===== config.mk =====
export PLATFORM = sky130hd
export DESIGN_NAME = bcd_updown_counter
export DESIGN_NICKNAME = d
export VERILOG_FILES = /design/src/rtl/bcd_cnt_pkg.sv /design/src/rtl/bcd_digit.sv /design/src/rtl/bcd_updown_counter.sv
export SDC_FILE = /design/constraint.sdc
export NUM_CORES = 1
export LEC_CHECK = 0
export CORE_AREA = 2 2 62 64
export DETAILED_ROUTE_END_ITERATION = 6
export DIE_AREA = 0 0 64 66
export PLACE_DENSITY = 0.67
export RECOVER_POWER = 25
export SLEW_MARGIN = 20
export SYNTH_ARGS = -nofsm -noshare
export SYNTH_HDL_FRONTEND = slang
export SYNTH_SLANG_ARGS = --single-unit

===== constraint.sdc =====
create_clock -name clk -period 2.1 [get_ports clk]
set_clock_uncertainty 0.05 [all_clocks]
set_input_delay 0.525 -clock clk [delete_from_list [all_inputs] [get_ports clk]]
set_output_delay 0.525 -clock clk [all_outputs]
set_load 0.01 [all_outputs]

===== src/rtl/bcd_cnt_pkg.sv =====
// ============================================================================
//  Package     : bcd_cnt_pkg
//  Description : Shared BCD digit type, digit limits and load validation.
//  Revision    : 1.0 - initial release
// ============================================================================
`default_nettype none

package bcd_cnt_pkg;

  localparam logic [3:0] BCD_MAX = 4'd9;
  localparam logic [3:0] BCD_MIN = 4'd0;

  typedef logic [3:0] bcd_digit_t;

  function automatic logic is_bcd(bcd_digit_t d);
    return (d <= BCD_MAX);
  endfunction

endpackage : bcd_cnt_pkg

`default_nettype wire


===== src/rtl/bcd_digit.sv =====
// ============================================================================
//  Module      : bcd_digit
//  Description : Single BCD digit register with clear, load and up/down step.
//  Revision    : 1.0 - initial release
// ============================================================================
`default_nettype none

module bcd_digit
  import bcd_cnt_pkg::*;
(
  input  logic       clk,
  input  logic       rst_n,
  input  logic       clr,
  input  logic       ld,
  input  bcd_digit_t ld_val,
  input  logic       inc_en,
  input  logic       up,
  output bcd_digit_t q,
  output logic       at_max,
  output logic       at_min
);

  bcd_digit_t q_q;
  bcd_digit_t q_d;

  always_comb begin
    q_d = q_q;
    if (clr) begin
      q_d = BCD_MIN;
    end else if (ld) begin
      q_d = ld_val;
    end else if (inc_en) begin
      if (up) begin
        q_d = (q_q == BCD_MAX) ? BCD_MIN : q_q + 4'd1;
      end else begin
        q_d = (q_q == BCD_MIN) ? BCD_MAX : q_q - 4'd1;
      end
    end
  end

  always_ff @(posedge clk or negedge rst_n) begin
    if (!rst_n) begin
      q_q <= BCD_MIN;
    end else begin
      q_q <= q_d;
    end
  end

  assign q      = q_q;
  assign at_max = (q_q == BCD_MAX);
  assign at_min = (q_q == BCD_MIN);

endmodule : bcd_digit

`default_nettype wire


===== src/rtl/bcd_updown_counter.sv =====
// ============================================================================
//  Module      : bcd_updown_counter
//  Description : Multi-digit BCD up/down counter with clear, validated load,
//                wrap/saturate mode and cascade terminal count.
//                Optional match output enabled by macro BCD_CNT_MATCH_EN.
//  Revision    : 1.0 - initial release
// ============================================================================
`default_nettype none

module bcd_updown_counter
  import bcd_cnt_pkg::*;
#(
  parameter int DIGITS   = 3,
  parameter int SATURATE = 0
) (
  input  logic                  clk,
  input  logic                  rst_n,
  input  logic                  clr,
  input  logic                  en,
  input  logic                  up,
  input  logic                  load,
  input  logic [4*DIGITS-1:0]   load_val,
  output logic [4*DIGITS-1:0]   count,
  output logic                  tc_out,
  output logic                  wrap,
  output logic                  load_err
`ifdef BCD_CNT_MATCH_EN
  ,
  input  logic [4*DIGITS-1:0]   match_val,
  output logic                  match
`endif
);

  logic [DIGITS-1:0] w_at_max;
  logic [DIGITS-1:0] w_at_min;
  logic [DIGITS-1:0] w_inc_en;
  logic [DIGITS-1:0] w_digit_ok;
  logic [DIGITS:0]   w_max_below;
  logic [DIGITS:0]   w_min_below;

  logic w_load_ok;
  logic w_ld;
  logic w_sat_hold;
  logic w_step;

  logic wrap_q,     wrap_d;
  logic load_err_q, load_err_d;

  assign w_max_below[0] = 1'b1;
  assign w_min_below[0] = 1'b1;

  // Ripple prefix: digit i steps only when every lower digit is at its limit.
  generate
    for (genvar i = 0; i < DIGITS; i++) begin : g_digit
      assign w_digit_ok[i]    = is_bcd(load_val[4*i +: 4]);
      assign w_max_below[i+1] = w_max_below[i] & w_at_max[i];
      assign w_min_below[i+1] = w_min_below[i] & w_at_min[i];
      assign w_inc_en[i]      = w_step & (up ? w_max_below[i] : w_min_below[i]);

      bcd_digit u_digit (
        .clk    (clk),
        .rst_n  (rst_n),
        .clr    (clr),
        .ld     (w_ld),
        .ld_val (load_val[4*i +: 4]),
        .inc_en (w_inc_en[i]),
        .up     (up),
        .q      (count[4*i +: 4]),
        .at_max (w_at_max[i]),
        .at_min (w_at_min[i])
      );
    end
  endgenerate

  assign tc_out     = en & (up ? w_max_below[DIGITS] : w_min_below[DIGITS]);
  assign w_load_ok  = &w_digit_ok;
  assign w_ld       = load & ~clr & w_load_ok;
  assign w_sat_hold = (SATURATE != 0) & tc_out;
  assign w_step     = en & ~clr & ~load & ~w_sat_hold;

  // A step taken at the terminal value is necessarily a wrap.
  assign wrap_d     = w_step & tc_out;
  assign load_err_d = load & ~clr & ~w_load_ok;

  always_ff @(posedge clk or negedge rst_n) begin
    if (!rst_n) begin
      wrap_q     <= 1'b0;
      load_err_q <= 1'b0;
    end else begin
      wrap_q     <= wrap_d;
      load_err_q <= load_err_d;
    end
  end

  assign wrap     = wrap_q;
  assign load_err = load_err_q;

`ifdef BCD_CNT_MATCH_EN
  logic [4*DIGITS-1:0] prev_q;
  logic                match_q;
  logic                match_d;

  // Pulse only on arrival at match_val, not while holding there.
  assign match_d = (count == match_val) && (count != prev_q);

  always_ff @(posedge clk or negedge rst_n) begin
    if (!rst_n) begin
      prev_q  <= '0;
      match_q <= 1'b0;
    end else begin
      prev_q  <= count;
      match_q <= match_d;
    end
  end

  assign match = match_q;
`endif

endmodule : bcd_updown_counter

`default_nettype wire


# Word-level counts from Yosys, hierarchy flattened
# Index checks and enable logic that the tools add are counted.
# classes
bitwise	16
order_cmp	3
eq_ne	3
addsub	6
n_reduce_logical	7
muxes	21
# ops
cell	count
$mux 4	18
$and 1x1->1	13
$add 4x1->4 const B	3
$eq 4x4->1 const B	3
$le 4x4->1 const B	3
$logic_not 4->1	3
$sub 4x1->4 const B	3
$reduce_bool 3->1	3
$mux 1	3
$not 1->1	3
$reduce_and 3->1	1
# totals
wordCells	61
register_bits	14
input_bits	18

# Longest topological paths before layout
# depth
ltp_word	7
ltp_mapped	8
mapped_depth_nobuf	7

# Hierarchy
# Synthesis repeated with hierarchy kept, for this count alone.
# hier_totals
hier_cells	185
area_unflattened_um2	1481.4
# modules_own_cells
mod	cells_per_inst	area_per_inst_um2	seq_area_each_um2	instances
bcd_digit	55	432.9	100.1	3
bcd_updown_counter	20	182.7	50.0	1

# Worst setup path after synthesis
# OpenSTA, ideal clock, no wires.
# synth_path
path_kind	register -> output
from	reg g_digit[1].u_digit.q_q[0]
to	out tc_out
n_path_buf	0
path_slack_ns	-0.297
arrival_time_ns	1.822
stages_incl_launch_ff	7
path_cell_list	dfrtp_1 > inv_1 > ha_1 > or3b_2 > a21oi_1 > nand4_1 > nor3_1
# synth_between
elab_chain_cells	5
word_cells_on_any_way	8
classes_between	1 x eq/ne; 1 x mux; 5 x bitwise; 1 x reduce/logical
# synth_lines
element	line	rtl
start: declaration	bcd_digit.sv:23	bcd_digit_t q_q;
start signal: assignment	bcd_digit.sv:45	q_q <= q_d;
$eq 4x4->1 or $logic_not 4->1 (tied branches)	bcd_digit.sv:50, bcd_digit.sv:51	
$and 1x1->1 (on tied branches) (2 in a row)	bcd_updown_counter.sv:56, bcd_updown_counter.sv:57	
$mux 1 (*)	bcd_updown_counter.sv:75	assign tc_out = en & (up ? w_max_below[DIGITS] : w_min_below[DIGITS]);
$and 1x1->1 (*)	bcd_updown_counter.sv:75	
end: declaration	bcd_updown_counter.sv:24	output logic tc_out,
# Mark *: on every way between the ends. The rest lies on a longest branch, timed or not.

# Worst setup path after layout
# layout_path
from	reg g_digit[1].u_digit.q_q[1]
to	out tc_out
# The elaborated chain is that of the path after synthesis.

==> metrics.yaml <==
drive_above_1_share_pct: 32.7
cts_tree: "yes"
synth.distinct_cells: 47
timing.fmax_mhz: 402
synth_top_area_cell: "dfrtp_1"
dr.pass1.iters: 5
crit_fanout: 2
hold_class: "primary input to async pin"
tns_ns: -0.384
core_area_um2: 3550
overflow: 0
via_per_inst: 5.25
max_slew_margin_pct: 59.3
timing.final.crit_share_pct: 118
crit_required_ns: 1.52
power.density_nw_per_um2: 430
grt_pass1_vias: 1521
cts_max_path_buffers: 2
ys.flop_type: "dfrtp_1"
initial_core_util_pct: 38.6
fp.dieArea_um2: 4220
cts_root_buf: "clkbuf_4"
internal-power_mw: 0.619
p_sw_mw: 0.331
design_area_um2: 2210
start_kind: "flop"
diodes: 0
vias: 1570
portBuffers: 32
die_w_um: 64
tightestPinTransition_ns: 0.610
seqPwrFrac_pct: 32.0
rsz0062_at_grt: "yes"
syn-num-nets: 206
yosysSeqAreaShare_pct: 25.5
finalCriticalPeriod_ns: 2.48
setup_viol: 1
cap_violations: 0
place_congestion: 0.901
synthArstFlopShare_pct: 100
antenna_found_initial: 0
postSynthCellCount: 177
ys_seq_elements: 14
rr_worst_depth: 7
clkPwrFrac_pct: 16.9
insertion_delay_ns: 0.28
cts.clk_slew.worst_paths_ns: 0.09
p_total_mw: 0.950
critPathKind: "flop to output pin"
wirelength_mm: 4.06
synth_top_area_share_pct: 25.5
dp_hpwl_mm: 3.22
finalNetCount: 282
fin_cells: 299
cts_hold_buf: 0
swShare_pct: 34.8
post_dp_cell_area_um2: 2090
synth_area_um2: 1370
cts_made_buffers: 3
fin_ws_ns: -0.384
post-place-ws_ns: -0.936
holdWs_ns: 0.473
endpoint_kind: "output pin"
synth_edf_count: 0
yosysWarnings: 0
initialDrtViolationCount: 100
synthTopCellsByArea: "dfrtp_1 26%, ha_1 10%, nand2_1 6.8%, a2bb2oi_1 4.5%, nor2_1 3.8%"
antenna_left: 0
status: "complete, but fails checks"
synth.avg_cell_area_um2: 7.75
place_inst: 293
clock_sinks: 14
finalHoldViolCount: 0
gr-usage-all-layers_pct: 20.2
rows: 22
p_leak_nw: 0.962
p_comb_share_pct: 51.1
grt_pass1_wl_mm: 6.68
boundaryPins: 33
ir_drop_mv: 0.297
grt_max_degree: 17
final_util_pct: 62.2
drv_slew: 0
die_h_um: 66
htreeDepth: 1
drc: 0
arrival_ns: 1.91
areaGrowthSynthToFinish_pct: 60.9
wire_per_inst_um: 13.6
violations: "negative setup slack"
[cell type report]
type	instances	area, um^2
tap	48	60.1
clock buffer	3	22.5
timing repair buffer	82	692
fill	309	1340
multi-input combinational	141	1040
inverter	11	41.3
sequential	14	355
[worst max-delay path, stage by stage (launching register included)]
cell and delay, ns:
dfrtp_2 0.41, inv_2 0.08, ha_4 0.14, or3b_4 0.38, a21oi_4 0.15, nand4_1 0.13
nor3_2 0.16, buf_2 0.16
[cells by family (layout without fill, tap and decap cells)]
kind of cell             after synthesis  in the layout  synth area share [%]
adder cells (fa/ha/maj)               11             11                  10.0
flip-flops                            14             14                  25.5
AND/OR/NAND/NOR                       66             66                  24.5
AO/OA/AOI/OAI                         59             59                  29.6
buffers and inverters                 22             96                  6.84
multiplexers                           3              3                  2.28
XOR/XNOR                               2              2                  1.28
[flip-flops by register name, indices dropped and copies added, names as in the netlist]
signal and flops:
wrap 1, load_err 1, g_digit.u_digit.q 12
[layout by cell type, fill, tap and decap left out, types with 3 or more instances in the layout]
master,count
buf_4,47
clkdlybuf4s50_1,28
nand2_1,24
nor2_1,14
o21ai_0,10
dfrtp_1,10
ha_1,9
a21oi_1,8
o21ai_1,8
inv_1,6
nand2b_1,6
inv_2,5
nand3_1,5
a2bb2oi_1,4
dfrtp_2,4
or3b_4,3
a2bb2oi_2,3
a211oi_1,3
clkbuf_4,3
[layer usage]
| metal | share of wire (%) | GRT usage [%] | vias to the layer above |
|---|---|---|---|
| met5 | 0 | 0 | - |
| met4 | 0.91 | 6.52 | 0 |
| met3 | 2.7 | 2.21 | 4 |
| met2 | 52 | 36.3 | 35 |
| met1 | 44 | 25.1 | 745 |
| li1 | - | - | 786 |
[synth_stat cells, types with 2 or more instances]
cell,number
clkbuf_1,7
o21bai_1,2
o22ai_1,2
buf_2,3
o31ai_1,3
a21oi_1,9
o21ai_0,10
a2bb2oi_1,7
o211a_1,2
nand3_1,5
nand2_1,25
nor2b_1,2
a211oi_1,3
mux2i_1,2
inv_1,10
nor2_1,14
ha_1,11
dfrtp_1,14
nor3_1,2
and3_1,2
o21ai_1,8
xnor2_1,2
or3b_1,2
nand2b_1,6
o211ai_1,2
[power groups by stage]
stage,Sequential (mW),Clock [mW],Combinational (mW)
2_1_floorplan,0.332,0,0.213
6_report,0.304,0.160,0.485
5_1_grt,0.307,0.175,0.528
4_1_cts,0.304,0.161,0.460
3_3_place_gp,0.310,0,0.444
3_5_place_dp,0.310,0,0.455
[worst paths after layout]
path | to | start | slack (ns)
hold reg to reg | wrap | g_digit[2].u_digit.q[2] | 0.58
max in group asynchronous | wrap | rst_n | 0.72
hold / removal | g_digit[0].u_digit.q[0] | rst_n | 0.47
min in group clk | wrap | g_digit[2].u_digit.q[2] | 0.58
setup reg to reg | g_digit[1].u_digit.q[3] | g_digit[0].u_digit.q[1] | 0.01
setup / recovery | tc_out | g_digit[1].u_digit.q[1] | -0.38
[repair_timing]
| action | in CTS | in global routing |
|---|---|---|
| gates cloned | 0 | 0 |
| pin swaps | 3 | 8 |
| resized for setup | 10 | 11 |
| setup endpoints to repair | 9 | 7 |
| buffers inserted | 1 | 2 |
Note: power is estimated with default switching activity, not from simulation.
